$ cat src/rtl/quad_debounce_pkg.sv
// Shared constants and sizing helpers for the quadrature input debouncer.
package quad_debounce_pkg;

  // Default tuning for a typical mechanical rotary encoder on a fast clk.
  localparam int unsigned DEB_SYNC_STAGES  = 2;
  localparam int unsigned DEB_PRESCALE     = 1;
  localparam int unsigned DEB_STABLE_COUNT = 4;

  // Channel index of each encoder phase within the in/out vectors.
  localparam int unsigned CH_A = 0;
  localparam int unsigned CH_B = 1;

  // Stability counter width: must hold 0..STABLE_COUNT-1 (sized for 0..STABLE_COUNT).
  function automatic int unsigned deb_cnt_width(input int unsigned stable_count);
    return (stable_count < 1) ? 1 : $clog2(stable_count + 1);
  endfunction

  // Prescaler width: must hold 0..PRESCALE-1, at least one bit.
  function automatic int unsigned deb_pre_width(input int unsigned prescale);
    return (prescale <= 1) ? 1 : $clog2(prescale);
  endfunction

endpackage

$ cat src/rtl/quad_debounce_channel.sv
// One debounced input bit: synchroniser, stability counter and edge strobes.
module debounce_channel
  import quad_debounce_pkg::*;
#(
  parameter int unsigned SYNC_STAGES  = DEB_SYNC_STAGES,
  parameter int unsigned STABLE_COUNT = DEB_STABLE_COUNT,
  parameter int unsigned CNT_WIDTH    = deb_cnt_width(DEB_STABLE_COUNT)
) (
  input  logic clk,
  input  logic reset_n,
  input  logic i_tick,
  input  logic i_in,
  output logic o_out,
  output logic o_rise,
  output logic o_fall
);

  localparam logic [CNT_WIDTH-1:0] CNT_LAST = CNT_WIDTH'(STABLE_COUNT - 1);

  logic [SYNC_STAGES-1:0] r_sync;
  logic [CNT_WIDTH-1:0]   r_cnt;
  logic                   r_out;
  logic                   r_rise;
  logic                   r_fall;

  logic w_sync;
  logic w_differ;
  logic w_accept;

  assign w_sync   = r_sync[SYNC_STAGES-1];
  assign w_differ = w_sync ^ r_out;
  assign w_accept = i_tick & w_differ & (r_cnt == CNT_LAST);

  // Plain flop chain bringing the asynchronous pin into the clk domain.
  always_ff @(posedge clk or negedge reset_n) begin
    if (!reset_n) begin
      r_sync <= '0;
    end else begin
      r_sync <= {r_sync[SYNC_STAGES-2:0], i_in};
    end
  end

  // Qualify a new level over consecutive ticks; any agreeing sample restarts.
  always_ff @(posedge clk or negedge reset_n) begin
    if (!reset_n) begin
      r_cnt <= '0;
      r_out <= 1'b0;
    end else if (i_tick) begin
      if (!w_differ) begin
        r_cnt <= '0;
      end else if (r_cnt == CNT_LAST) begin
        r_out <= w_sync;
        r_cnt <= '0;
      end else begin
        r_cnt <= r_cnt + CNT_WIDTH'(1);
      end
    end
  end

  // Strobes share the update edge with out, so they line up with the new level.
  always_ff @(posedge clk or negedge reset_n) begin
    if (!reset_n) begin
      r_rise <= 1'b0;
      r_fall <= 1'b0;
    end else begin
      r_rise <= w_accept &  w_sync;
      r_fall <= w_accept & ~w_sync;
    end
  end

  assign o_out  = r_out;
  assign o_rise = r_rise;
  assign o_fall = r_fall;

endmodule

$ cat src/rtl/quad_debounce.sv
// Encoder A/B input conditioning: shared sample prescaler plus per-channel debouncers.
module quad_debounce
  import quad_debounce_pkg::*;
#(
  parameter int unsigned CHANNELS     = 2,
  parameter int unsigned SYNC_STAGES  = DEB_SYNC_STAGES,
  parameter int unsigned PRESCALE     = DEB_PRESCALE,
  parameter int unsigned STABLE_COUNT = DEB_STABLE_COUNT
) (
  input  logic                clk,
  input  logic                reset_n,
  input  logic [CHANNELS-1:0] in,
  output logic [CHANNELS-1:0] out,
  output logic [CHANNELS-1:0] rise,
  output logic [CHANNELS-1:0] fall,
  output logic                tick
);

  localparam int unsigned CNT_WIDTH = deb_cnt_width(STABLE_COUNT);
  localparam int unsigned PRE_W     = deb_pre_width(PRESCALE);
  localparam logic [PRE_W-1:0] PRE_LAST = PRE_W'(PRESCALE - 1);

  logic [PRE_W-1:0] r_pre;
  logic             r_tick;
  logic [PRE_W-1:0] w_pre_nxt;

  assign w_pre_nxt = (r_pre == PRE_LAST) ? '0 : r_pre + PRE_W'(1);

  // tick is registered from the next count so it is low in reset yet still
  // coincides with the count sitting at PRESCALE-1.
  always_ff @(posedge clk or negedge reset_n) begin
    if (!reset_n) begin
      r_pre  <= '0;
      r_tick <= 1'b0;
    end else begin
      r_pre  <= w_pre_nxt;
      r_tick <= (w_pre_nxt == PRE_LAST);
    end
  end

  assign tick = r_tick;

  for (genvar g = 0; g < CHANNELS; g++) begin : g_ch
    debounce_channel #(
      .SYNC_STAGES  (SYNC_STAGES),
      .STABLE_COUNT (STABLE_COUNT),
      .CNT_WIDTH    (CNT_WIDTH)
    ) u_ch (
      .clk     (clk),
      .reset_n (reset_n),
      .i_tick  (r_tick),
      .i_in    (in[g]),
      .o_out   (out[g]),
      .o_rise  (rise[g]),
      .o_fall  (fall[g])
    );
  end

endmodule

$ cat config.mk
export PLATFORM = sky130hd
export DESIGN_NAME = quad_debounce
export DESIGN_NICKNAME = d
export VERILOG_FILES = /design/src/rtl/quad_debounce_pkg.sv /design/src/rtl/quad_debounce_channel.sv /design/src/rtl/quad_debounce.sv
export SDC_FILE = /design/constraint.sdc
export NUM_CORES = 1
export LEC_CHECK = 0
export ABC_CLOCK_PERIOD_IN_PS = 1150
export BUFFER_PORTS_ARGS = -buffer_cell sky130_fd_sc_hd__buf_2
export CAP_MARGIN = 20
export CORE_MARGIN = 2
export CORE_UTILIZATION = 30
export DETAILED_ROUTE_END_ITERATION = 10
export HOLD_SLACK_MARGIN = 0.12
export REMOVE_ABC_BUFFERS = 1
export SYNTH_ARGS = -nofsm -noshare
export SYNTH_HDL_FRONTEND = slang
export SYNTH_SLANG_ARGS = --single-unit
$ cat constraint.sdc
create_clock -name clk -period 1.15 [get_ports clk]
set_input_delay 0.23 -clock clk [delete_from_list [all_inputs] [get_ports clk]]
set_output_delay 0.23 -clock clk [all_outputs]
set_load 0.02 [all_outputs]
* Yosys cells after proc, flatten, opt, wreduce, memory -nomap -nowiden *
Index checks and enable logic that the tools add are counted.
W data, S select, Z words.

word-level totals
  flip-flop bits (word level) = 18
  bits of input ports = 4
  output and inout port bits = 7
  logic and storage cells = 37

cells by class
  add/subtract/negate cells = 3
  equal/unequal tests = 2
  multiplexer cells = 5
  bitwise gates (word level) = 13
  reduce and logical (&&, ||, !) cells = 2

operators with widths
  cell                   number
  $mux W3                4
  $and A1 B1 Y1          8
  $add A3 B1 Y3 const B  2
  $eq A3 B2 Y1 const B   2
  $reduce_and A3 Y1      2
  $not A1 Y1             3
  $xor A1 B1 Y1          2
  $add A1 B1 Y1 const B  1
  $mux W1                1

* Longest topological paths before layout *
Gate-level depths: netlist (run 1).

  depth in word-level cells = 4
  depth in mapped cells = 3
  mapped depth without buffers = 3

* Cells and area by module *
A second synthesis (run 1) with hierarchy kept.

unflattened totals
  cells, all modules = 50
  area, all modules = 670.6 µm²

modules (own cells, without submodules)
  module                            instances  cells an instance  area an instance (µm²)  sequential area each (µm²)
  debounce_channel at g_ch[1].u_ch  1          24                 321.6                   200.2
  debounce_channel at g_ch[0].u_ch  1          24                 320.3                   200.2
  quad_debounce                     1          2                  28.8                    25.0

* Worst setup path before layout (run 1) *
No wires, ideal clock.

  path type = register to register
  start point = register r_tick, in the netlist tick
  end point = register g_ch[0].u_ch.r_out
  arrival time = 1.014 ns
  required time = 1.025 ns
  path slack = 0.011 ns
  stages on the path, launching flop included = 4
  buffers on the path = 1
  period minus slack after synthesis = 1.139 ns
  cell sequence = dfrtp_1 buf_6 nand3b_4 mux2_4

between the ends
  cells in the longest elaborated chain, start to end = 1

ends and longest elaborated chain
  element                             line                         text
  from (decl)                         quad_debounce.sv:24          logic r_tick;
  from (signal assigned)              quad_debounce.sv:37          r_tick <= (w_pre_nxt == PRE_LAST);
  $reduce_and A3 Y1 (no source line)  n/a
  to (signal assigned)                quad_debounce_channel.sv:52  r_out <= w_sync;
  to (decl)                           quad_debounce_channel.sv:22  logic r_out;

Every way passes these cells.
A chain may end at the register's enable or synchronous reset.

* Worst setup path in the final report (run 1) *
  start point = register g_ch[1].u_ch.r_cnt[0]
  end point = register g_ch[1].u_ch.r_out

between the ends
  cells in the longest elaborated chain, start to end = 2

ends and longest elaborated chain
  element                             line                         text
  from (decl)                         quad_debounce_channel.sv:21  logic [CNT_WIDTH-1:0] r_cnt;
  from (signal assigned)              quad_debounce_channel.sv:55  r_cnt <= r_cnt + CNT_WIDTH'(1);
  $eq A3 B2 Y1                        quad_debounce_channel.sv:51  end else if (r_cnt == CNT_LAST) begin
  $reduce_and A3 Y1 (no source line)  n/a
  to (signal assigned)                quad_debounce_channel.sv:52
  to (decl)                           quad_debounce_channel.sv:22

Every way passes these cells.

==> summary.txt, run 1 <==
Pwr
  • Pint: roughly 0.0012 W
  • Pwr Density: around 1900 nW/µm²
  • Clock share of power: 18.4%
  • Final Power: between 0.0015 and 0.002 W
  • Static Leak: roughly 0.43 nW
  • Switching part of the total: a little under a third
  • Net Switching: a little over 0.0005 W
  • Sequential power share: ~48%
  • IR drop worst, VDD: 1.126 mV
  • Combinational power share: 34.1%

Route
  • Met2 wire length: 517 µm
  • Mean routed wirelength per cell: between 10 and 15 µm
  • Top sig layer: met4
  • DRC: 0
  • DR pass1 iterations: 4
  • Routed Antenna Nets: 0
  • Vias per cell: roughly 4.3
  • Number of DRC markers in iteration 0: 6
  • DRT met1 WL: between 400 and 500 µm
  • Drt total wl: 1060 µm
  • Vias: ~440
  • DR WL met3: about 35 µm

Yosys
  • Yosys top cell by area: dfrtp_1
  • Synthesized flop and latch total: 17
  • Post-synthesis mux area share: between 3 and 4%
  • Post-Synth Adder-Cell Area: about 3.4%
  • Synth top cells by count: dfrtp_1, buf_4, nand2b_1, inv_1, nor3b_1
  • YS warnings: 0
  • Main flop type after synthesis: dfrtp_1
  • Top-count cell post-synth: dfrtp_1
  • Main combinational cell family by area after synthesis: simple AND/OR/NAND/NOR gates
  • Post-synth EDFFs: 0
  • Simple-Gate Fraction of Synth Area: roughly 16%
  • Post-Syn Area: a little over 700 µm²
  • Sequential fraction of the synthesis area: slightly below 60%
  • Post-synth cell types: 18
  • Post-synthesis compound-gate area fraction: around 5.9%
  • Yosys top cell area share: between 50% and 60%
  • Synth area leaders: dfrtp_1, buf_4, nand2b_1
  • Syn Inst Count: 57
  • Asr flop ratio synth: 100.0%
  • Syn avg cell area: 12.75 µm²
  • Post-Synth XOR/XNOR Area: roughly 2.4%

Clock tree
  • CTS root buf: clkbuf_4
  • H-Tree Depth: 1
  • CTS Buf Count: 3
  • CTS Buffer Depth: 2
  • Clk sinks: 17
  • Clock Latency Late Sink: around 0.28 ns
  • Clock-pin slew on the worst setup and hold paths: approximately 0.1 ns
  • CTS tree: built

Finish
  • # diodes: 0
  • Layout filler cell count: 225
  • Layout cells sized above 1: around 37%
  • Register area: around 430 µm²
  • Post-layout util: a little under 40%
  • Final net count: 82
  • Area occupied by multi-input gates: 250.2 µm²
  • Area Growth Syn to Fin: 23.06%

Critical path
  • Crit path max fanout: 3
  • Worst reg2reg path depth: 3
  • Startpoint Class: flip-flop
  • Crit. path cell count: 3
  • Setup CP Type: flip-flop to flip-flop
  • Count of buffer and inverter cells on the critical path: 0
  • Critical path's slowest cell: dfrtp_1
  • Critical Path RT: 1.32 ns
  • Worst setup EP type: flip-flop
  • Arrival time at the worst endpoint: between 1 and 1.5 ns
  • CP top delay family: flip-flops
  • CP peak stage delay: ~0.40 ns
  • Critical-path cell list: ha_2 > nand3b_1 > mux2_1

Timing
  • Slew Limit Fails: 0
  • RSZ-0062 raised after global routing: yes
  • Fmax: 0.8873 GHz
  • Final setup fails: 0
  • Hold_ws: 0.3708 ns
  • Layout Skew: 0.005061 ns
  • Final hold vios: 0
  • Final setup TNS: 0 ns
  • Fin worst setup slack: 0.02299 ns
  • Crit share post-route: a little over nine tenths
  • Tmin final: between 1 and 1.5 ns

Worst hold path
  • Hold Crit Depth: 0
  • HP Class: flip-flop to flip-flop

Place
  • Gp weighted congestion: between 0.5 and 0.6
  • DP HPWL: 727 µm
  • IO Port Bufs: 10
  • Worst slack, placed: -0.02129 ns

GRT
  • Gr ovfl total: 0
  • First-pass GRT wire length: ~1700 µm
  • Via count of the first global-routing pass: about 430
  • Largest net degree at the start of global routing: 18
  • GRT Overall Usage: ~9%
  • Initial antenna violation count: 0

Run
  • Max_cap viols: 0

Die
  • Core ar.: approximately 2300 µm²
  • Die H: about 53 µm
  • Initial Util: about 32%
  • Num rows: 17
  • Die area: 2833 µm²
  • IO Count: 11
  • Die W: about 53 µm

Outcome
  • Status: completed
-- state kept, by name (all words and copies together), names as in the netlist --
name / cells
g_ch.u_ch.o_fall: 2
g_ch.u_ch.o_out: 2
g_ch.u_ch.o_rise: 2
g_ch.u_ch.r_cnt: 6
g_ch.u_ch.r_sync: 4
tick: 1
-- timing repair --
item,CTS,global route
hold buffers,3,0
gates cloned,0,0
endpoints found under the hold margin,19,0
setup endpoints to repair,5,9
gates resized for setup,3,2
buffers inserted,2,3
pin swaps,1,1
-- stage by stage --
stage               std cells  cell area, µm²
global placement           91           778.2
detailed placement         91           778.2
finish                    103           894.6
global route              103           894.6
floorplan                  50           670.6
CTS                       100           857.1
-- power by group through the flow --
| stage | sequential (W) | combinational [W] | clock, W |
|---|---|---|---|
| floorplan | 0.000843 | 0.000250 | 0 |
| global route | 0.000804 | 0.000619 | 0.000350 |
| detailed placement | 0.000816 | 0.000410 | 0 |
| CTS | 0.000798 | 0.000459 | 0.000319 |
| finish | 0.000794 | 0.000569 | 0.000308 |
| global placement | 0.000806 | 0.000400 | 0 |
-- path summary, 6_finish.rpt --
kind / start / to / slack (ns)
worst max register to register: g_ch[1].u_ch.r_cnt[0] / g_ch[1].u_ch.o_out / 0.02
worst min register to register: g_ch[0].u_ch.r_sync[0] / g_ch[0].u_ch.r_sync[1] / 0.37
worst min-delay path: g_ch[0].u_ch.r_sync[0] / g_ch[0].u_ch.r_sync[1] / 0.37
max in group asynchronous: reset_n / tick / 0.48
worst max-delay path: g_ch[1].u_ch.r_cnt[0] / g_ch[1].u_ch.o_out / 0.02
min in group asynchronous: reset_n / g_ch[1].u_ch.r_sync[0] / 0.38
-- layer usage --
layer	up-vias	track usage, %
li1	218	-
met1	212	10.22
met2	9	13.79
met3	2	2.542
met4	0	7.692
met5	-	0
-- placed cells by master, fill, tap and decap left out, types with 2 or more instances in the layout --
master / netlist / final
buf_4: 6 / 8
nand2_1: 2 / 2
buf_2: 0 / 10
nor3b_1: 4 / 3
xnor2_1: 2 / 2
clkbuf_4: 0 / 3
inv_1: 4 / 4
o31ai_1: 2 / 2
nor2b_1: 2 / 2
o22ai_1: 3 / 3
dlygate4sd3_1: 0 / 3
dfrtp_1: 17 / 16
nand2b_1: 6 / 6
-- area by class of cell --
cell class	instances	area share, %
repair buffers	21	15.66
inverters	4	1.678
multi-input cells	29	27.97
clock inverters	1	0.5594
well taps	28	3.916
flip-flops and latches	17	47.69
clock buffers	3	2.517
-- kinds of logic (layout without fill, tap and decap cells) --
group	count (synthesis)	after routing
compound gates	6	6
xor+xnor	2	2
fa+ha+maj	2	2
buf+inv	11	29
flops	17	17
mux	2	2
other cells	1	1
simple gates	16	16
-- worst register-to-register path, stage by stage, from the launching register on --
cell and delay (ns):
dfrtp_1 0.40, ha_2 0.19, nand3b_1 0.11, mux2_1 0.33
No activity file was read; power rests on OpenSTA's default activity.
==> inputs of run 2 (changes only) <==
--- a/config.mk
+++ b/config.mk
@@ -5,13 +5,14 @@
 export SDC_FILE = /design/constraint.sdc
 export NUM_CORES = 1
 export LEC_CHECK = 0
-export ABC_CLOCK_PERIOD_IN_PS = 1150
+export ABC_CLOCK_PERIOD_IN_PS = 990
 export BUFFER_PORTS_ARGS = -buffer_cell sky130_fd_sc_hd__buf_2
 export CAP_MARGIN = 20
 export CORE_MARGIN = 2
-export CORE_UTILIZATION = 30
+export CORE_UTILIZATION = 47
 export DETAILED_ROUTE_END_ITERATION = 10
 export HOLD_SLACK_MARGIN = 0.12
+export PLACE_DENSITY = 0.71
 export REMOVE_ABC_BUFFERS = 1
 export SYNTH_ARGS = -nofsm -noshare
 export SYNTH_HDL_FRONTEND = slang
==> constraint.sdc (replaced) <==
create_clock -name clk -period 0.99 [get_ports clk]
set_input_delay 0.198 -clock clk [delete_from_list [all_inputs] [get_ports clk]]
set_output_delay 0.198 -clock clk [all_outputs]
set_load 0.02 [all_outputs]
==> summary.txt, run 2 (synthesized netlist as in run 1, its figures left out) <==
Outcome
  • Status: finished with violations
  • Failing checks: negative setup slack

Die
  • Initial Util: 49.40% (+17 points)
  • Core ar.: 1471 µm² (-35%)
  • Die area: 1877 µm² (-34%)
  • Die H: 43.33 µm (-19%)
  • IO Count: 11 (unchanged)
  • Die W: 43.33 µm (-19%)
  • Num rows: 14 (-3)

Critical path
  • Crit path max fanout: 2 (-1)
  • Critical Path RT: 0.79 ns (-0.53 ns)
  • Startpoint Class: flip-flop
  • FF-to-FF setup slack: -0.16 ns (-0.18 ns)
  • Worst setup EP type: primary output
  • Setup CP Type: flip-flop to primary output
  • Arrival time at the worst endpoint: 0.97 ns (-0.33 ns)

Finish
  • Final instance area: 1124 µm² (+26%)
  • Commonest non-fill, non-tap cell in the layout: dfrtp_1
  • Most flop-heavy register: g_ch.u_ch.r_cnt
  • Final net count: 90 (+9.8%)
  • # diodes: 0 (unchanged)
  • Layout cells sized above 1: 60.24% (+23 points)
  • Largest register FFs: 6 (unchanged)
  • Biggest regs: g_ch.u_ch.r_cnt: 6 flops, g_ch.u_ch.r_sync: 4 flops
  • Area Growth Syn to Fin: 54.56%
  • Most frequent cells in the layout: dfrtp_1, buf_6, buf_4

GRT
  • Initial antenna violation count: 0 (unchanged)
  • GRT Overall Usage: 18.15% (+9.1 points)
  • First-pass GRT wire length: 2421 µm (+40%)
  • Largest net degree at the start of global routing: 18 (unchanged)
  • Gr ovfl total: 0 (unchanged)
  • Via count of the first global-routing pass: 513 (+20%)

Timing
  • Crit share post-route: 117.7%
  • Layout Skew: 0.01182 ns (+0.006764 ns)
  • Final setup fails: 14 (+14)
  • Fmax: ~0.86 GHz
  • Slew Limit Fails: 0 (unchanged)
  • RSZ-0062 raised after global routing: yes
  • Fin worst setup slack: -0.1756 ns (-0.1986 ns)
  • Final hold vios: 0 (unchanged)
  • Final setup TNS: -1.167 ns (-1.167 ns)
  • Tmin final: ~1.2 ns

Clock tree
  • Clock-pin slew on the worst setup and hold paths: 0.10 ns (about the same)
  • CTS Buf Count: 3 (unchanged)
  • H-Tree Depth: 1 (unchanged)
  • CTS root buf: clkbuf_4
  • Clk sinks: 17 (unchanged)
  • CTS Buffer Depth: 2 (unchanged)
  • CTS tree: built
  • Clock Latency Late Sink: 0.29 ns (about the same)

Run
  • Max_cap viols: 0 (unchanged)

Route
  • Vias: 491 (+11%)
  • DR pass1 iterations: 4 (unchanged)
  • DRC: 0 (unchanged)
  • Mean routed wirelength per cell: 13.91 µm (+35%)
  • Drt total wl: 1377 µm (+30%)
  • Routed Antenna Nets: 0 (unchanged)
  • Number of DRC markers in iteration 0: 7 (+1)
  • Vias per cell: 4.960 (+16%)

Pwr
  • Sequential power share: 38.0% (-9.5 points)
  • Clock share of power: 14.7% (-3.7 points)
  • Static Leak: 0.5238 nW (+22%)
  • Net Switching: 0.0007993 W (+54%)
  • Pwr Density: 2229 nW/µm² (+19%)
  • IR drop worst, VDD: 1.490 mV (+32%)
  • Combinational power share: 47.3% (+13 points)
  • Switching part of the total: 31.92% (+0.94 points)
  • Pint: 0.001705 W (+48%)

Worst hold path
  • HP Class: input pin to async pin

Place
  • Gp weighted congestion: 0.7237 (+23%)
  • DP Area: 815.8 µm² (+4.8%)
  • Worst slack, placed: -0.1810 ns (-0.1597 ns)
  • DP HPWL: 761.5 µm (+4.7%)
  • IO Port Bufs: 10 (unchanged)
## run 2: worst paths after layout
kind | start | endpoint | cells after the start
min in group clk | g_ch[1].u_ch.r_sync[0] | g_ch[1].u_ch.r_sync[1] | 0
min reg2reg | g_ch[1].u_ch.r_sync[0] | g_ch[1].u_ch.r_sync[1] | 0
max in group asynchronous | reset_n | tick | 2
max reg2reg | g_ch[1].u_ch.r_cnt[0] | g_ch[1].u_ch.o_out | 3
max | tick | tick | 2
min | reset_n | g_ch[0].u_ch.o_rise | 2
## run 2: area by class of cell
type,instances,area [µm²]
Clock inverter,1,5.005
Inverter,4,15.01
Tap cell,16,20.02
Timing Repair Buffer,29,270.3
Multi-Input combinational cell,29,364.1
Sequential cell,17,426.7
Clock buffer,3,22.52
Fill cell,77,347.8
## run 2: power by group through the flow
stage                     combinational [W]  sequential [W]  clock, W
after floorplan                    0.000291        0.000979         0
after global placement             0.000593        0.000910         0
after detailed placement           0.000612        0.000919         0
after CTS                           0.00104        0.000943  0.000385
after global routing                0.00128        0.000963  0.000410
final                               0.00119        0.000951  0.000367
## run 2: routing by layer
layer  vias to the layer above  routed length [µm]  global-route usage, %
met5                         -                   0                      0
met4                         0                  14                  10.91
met3                         2                  26                  3.750
met2                         6                 635                  24.78
met1                       249                 701                  26.67
li1                        234                   -                      -
## run 2: what timing repair did
item	4_1_cts	5_1_grt
setup buffers	6	1
endpoints found under the hold margin	19	0
gates resized for setup	36	8
setup endpoints to repair	16	19
hold buffers	3	0
pin swaps	9	5
## run 2: worst max-delay path, stage by stage, from the launching register on
cell and delay [ns]:
dfrtp_2 0.43, buf_6 0.12, buf_6 0.12
## run 2: metrics by stage
stage                     std cells  hold WS, ns  util [%]  power (W)
after floorplan                  50     -0.09759         -   0.001270
after global placement           86       0.1326     55.44   0.001503
after detailed placement         86       0.1390     55.44   0.001531
after global routing             99       0.3661     76.36   0.002657
final                            99       0.3291     76.36   0.002504
after CTS                        99       0.3437     73.04   0.002366
==> inputs of run 3 (changes only) <==
--- a/config.mk
+++ b/config.mk
@@ -9,11 +9,12 @@
 export BUFFER_PORTS_ARGS = -buffer_cell sky130_fd_sc_hd__buf_2
 export CAP_MARGIN = 20
 export CORE_MARGIN = 2
-export CORE_UTILIZATION = 47
+export CORE_UTILIZATION = 46
 export DETAILED_ROUTE_END_ITERATION = 10
 export HOLD_SLACK_MARGIN = 0.12
-export PLACE_DENSITY = 0.71
+export PLACE_DENSITY = 0.74
 export REMOVE_ABC_BUFFERS = 1
 export SYNTH_ARGS = -nofsm -noshare
 export SYNTH_HDL_FRONTEND = slang
+export SYNTH_HIERARCHICAL = 1
 export SYNTH_SLANG_ARGS = --single-unit
==> summary.txt, run 3 <==
Outcome
  • Status: finished with violations
  • Failing checks: negative setup slack

Route
  • Number of DRC markers in iteration 0: 17 (+10)
  • DRT met1 WL: 651 µm (-7.1%)
  • DRC: 0 (unchanged)
  • DR WL met3: 64 µm (+150%)
  • Vias per cell: 5.229 (+5.4%)
  • DR pass1 iterations: 4 (unchanged)
  • Top sig layer: met4
  • Routed Antenna Nets: 0 (unchanged)
  • Met2 wire length: 724 µm (+14%)
  • Drt total wl: 1470 µm (+6.8%)
  • Vias: 502 (+2.2%)
  • Mean routed wirelength per cell: 15.31 µm (+10%)

Critical path
  • Worst setup EP type: primary output
  • Setup CP Type: flip-flop to primary output
  • Arrival time at the worst endpoint: 0.93 ns (-0.04 ns)
  • Startpoint Class: flip-flop
  • Crit path max fanout: 2 (unchanged)
  • Critical Path RT: 0.79 ns (about the same)

Die
  • Num rows: 13 (-1)
  • Die W: 42.18 µm (-2.7%)
  • Die H: 42.18 µm (-2.7%)
  • Initial Util: 50.28% (+0.88 points)
  • Die area: 1779 µm² (-5.2%)
  • IO Count: 11 (unchanged)
  • Core ar.: 1334 µm² (-9.4%)

Yosys
  • Yosys top cell by area: dfrtp_1
  • Post-synth EDFFs: 0 (unchanged)
  • Synth area leaders: dfrtp_1, nor3b_1, ha_1
  • Syn Inst Count: 50 (-12%)
  • Post-synth cell types: 16 (-2)
  • Syn avg cell area: 13.41 µm² (+5.2%)
  • Synth top cells by count: dfrtp_1, inv_1, nand2b_1, nor3b_1, o22ai_1
  • Main flop type after synthesis: dfrtp_1
  • Top-count cell post-synth: dfrtp_1
  • Post-Syn Area: 670.6 µm² (-7.7%)
  • Asr flop ratio synth: 100.0% (unchanged)
  • Synthesized flop and latch total: 17 (unchanged)
  • YS warnings: 6 (+6)
  • Sequential fraction of the synthesis area: 63.43% (+4.9 points)
  • Yosys top cell area share: 63.43% (+4.9 points)

Pwr
  • IR drop worst, VDD: 1.685 mV (+13%)
  • Switching part of the total: 31.99% (+0.066 points)
  • Combinational power share: 43.6% (-3.7 points)
  • Sequential power share: 41.2% (+3.2 points)
  • Net Switching: 0.0007567 W (-5.3%)
  • Static Leak: 0.5373 nW (+2.6%)
  • Clock share of power: 15.2% (+0.5 points)
  • Pint: 0.001609 W (-5.6%)
  • Pwr Density: 2156 nW/µm² (-3.3%)

Finish
  • # diodes: 0 (unchanged)
  • Area Growth Syn to Fin: 63.62%
  • Most frequent cells in the layout: dfrtp_1, buf_6, buf_4
  • Final net count: 88 (-2.2%)
  • Layout cells sized above 1: 58.02% (-2.2 points)
  • Largest register FFs: 6 (unchanged)
  • Commonest non-fill, non-tap cell in the layout: dfrtp_1
  • Most flop-heavy register: g_ch.u_ch/r_cnt
  • Final Non-Filler Cells: 96 (-3.0%)
  • Biggest regs: g_ch.u_ch/r_cnt: 6 flops, g_ch.u_ch/r_sync: 4 flops
  • Layout filler cell count: 71 (-7.8%)

Clock tree
  • Clock-pin slew on the worst setup and hold paths: 0.09 ns (about the same)
  • CTS Buffer Depth: 2 (unchanged)
  • CTS tree: built
  • Clk sinks: 17 (unchanged)
  • Clock Latency Late Sink: 0.28 ns (about the same)
  • CTS Buf Count: 3 (unchanged)
  • CTS root buf: clkbuf_4
  • H-Tree Depth: 1 (unchanged)

Run
  • Max_cap viols: 0 (unchanged)

GRT
  • Initial antenna violation count: 0 (unchanged)
  • Via count of the first global-routing pass: 501 (-2.3%)
  • First-pass GRT wire length: 2339 µm (-3.4%)
  • Largest net degree at the start of global routing: 18 (unchanged)
  • Gr ovfl total: 0 (unchanged)
  • GRT Overall Usage: 18.58% (+0.43 points)

Timing
  • Layout Skew: 0.005287 ns (-0.006538 ns)
  • Fin worst setup slack: -0.1401 ns (+0.03550 ns)
  • Slew Limit Fails: 0 (unchanged)
  • RSZ-0062 raised after global routing: yes
  • Crit share post-route: 114.2% (-3.6 points)
  • Fmax: 0.8848 GHz (+3.1%)
  • Final hold vios: 0 (unchanged)
  • Final setup TNS: -1.047 ns (+0.1206 ns)
  • Tmin final: 1.130 ns (-0.03550 ns)
  • Final setup fails: 17 (+3)

Place
  • IO Port Bufs: 10 (unchanged)
  • Cell total after placement: 83 (-3.5%)
  • Worst slack, placed: -0.1857 ns (-0.004685 ns)
  • Gp weighted congestion: 0.7279 (+0.58%)
  • DP HPWL: 778.6 µm (+2.2%)

Worst hold path
  • HP Class: input pin to async pin
run 3: worst paths after layout:
kind	end	slack, ns	from	cells after the start
min in group clk	g_ch[0].u_ch/r_sync[1]	0.36	g_ch[0].u_ch/r_sync[0]	0
max reg2reg	g_ch[0].u_ch/o_out	-0.13	g_ch[0].u_ch/r_cnt[1]	3
min	g_ch[1].u_ch/o_fall	0.34	reset_n	2
max	tick	-0.14	tick	2
min reg2reg	g_ch[0].u_ch/r_sync[1]	0.36	g_ch[0].u_ch/r_sync[0]	0
max in group asynchronous	g_ch[1].u_ch/r_sync[1]	0.35	reset_n	2
run 3: per-stage QoR:
step / instance area, µm² / hold slack [ns] / total power [W] / util (%)
4_1_cts: 1062 / 0.3483 / 0.002254 / 79.64
6_report: 1097 / 0.3444 / 0.002366 / 82.27
3_3_place_gp: 799.5 / 0.1342 / 0.001458 / 59.94
2_1_floorplan: 670.6 / -0.09759 / 0.001266 / -
5_1_grt: 1097 / 0.3668 / 0.002509 / 82.27
3_5_place_dp: 799.5 / 0.1367 / 0.001479 / 59.94
run 3: critical path, stage by stage, from the launching register on:
cell     delay [ns]
dfrtp_1        0.41
buf_6          0.13
buf_6          0.12
run 3: what timing repair did:
item	in CTS	in global routing
gates resized for setup	37	4
hold endpoints to repair	19	0
pin swaps	8	4
setup endpoints to repair	18	19
buffers inserted	5	3
hold buffers	3	0
run 3: logic make-up after synthesis:
group                    after synthesis  share of synthesized area, %
XOR/XNOR                               2                         2.612
multiplexers                           2                         3.917
AO/OA/AOI/OAI                          6                         6.343
buffers and inverters                  4                         2.238
adder cells (fa/ha/maj)                2                         3.731
flip-flops                            17                         63.43
AND/OR/NAND/NOR                       16                         17.16
other                                  1                        0.5592
run 3: area by class of cell:
| cell class | instances | area [µm²] | area share [%] |
|---|---|---|---|
| flip-flops and latches | 17 | 427.9 | 39.00 |
| multi-input cells | 29 | 365.4 | 33.30 |
| repair buffers | 27 | 244.0 | 22.23 |
| clock buffers | 4 | 26.28 | 2.395 |
| well taps | 15 | 18.77 | 1.710 |
| inverters | 4 | 15.01 | 1.368 |
run 3: power groups by stage:
stage	logic, W	registers [W]	clock network [W]
floorplan	0.000287	0.000979	0
CTS	0.000906	0.000967	0.000381
finish	0.00103	0.000976	0.000358
global placement	0.000533	0.000924	0
global route	0.00111	0.000985	0.000416
detailed placement	0.000549	0.000931	0
run 3: routing by layer:
layer	GRT usage, %	up-vias
li1	-	230
met1	21.65	248
met2	30.15	18
met3	6.466	6
met4	9.375	0
met5	0	-
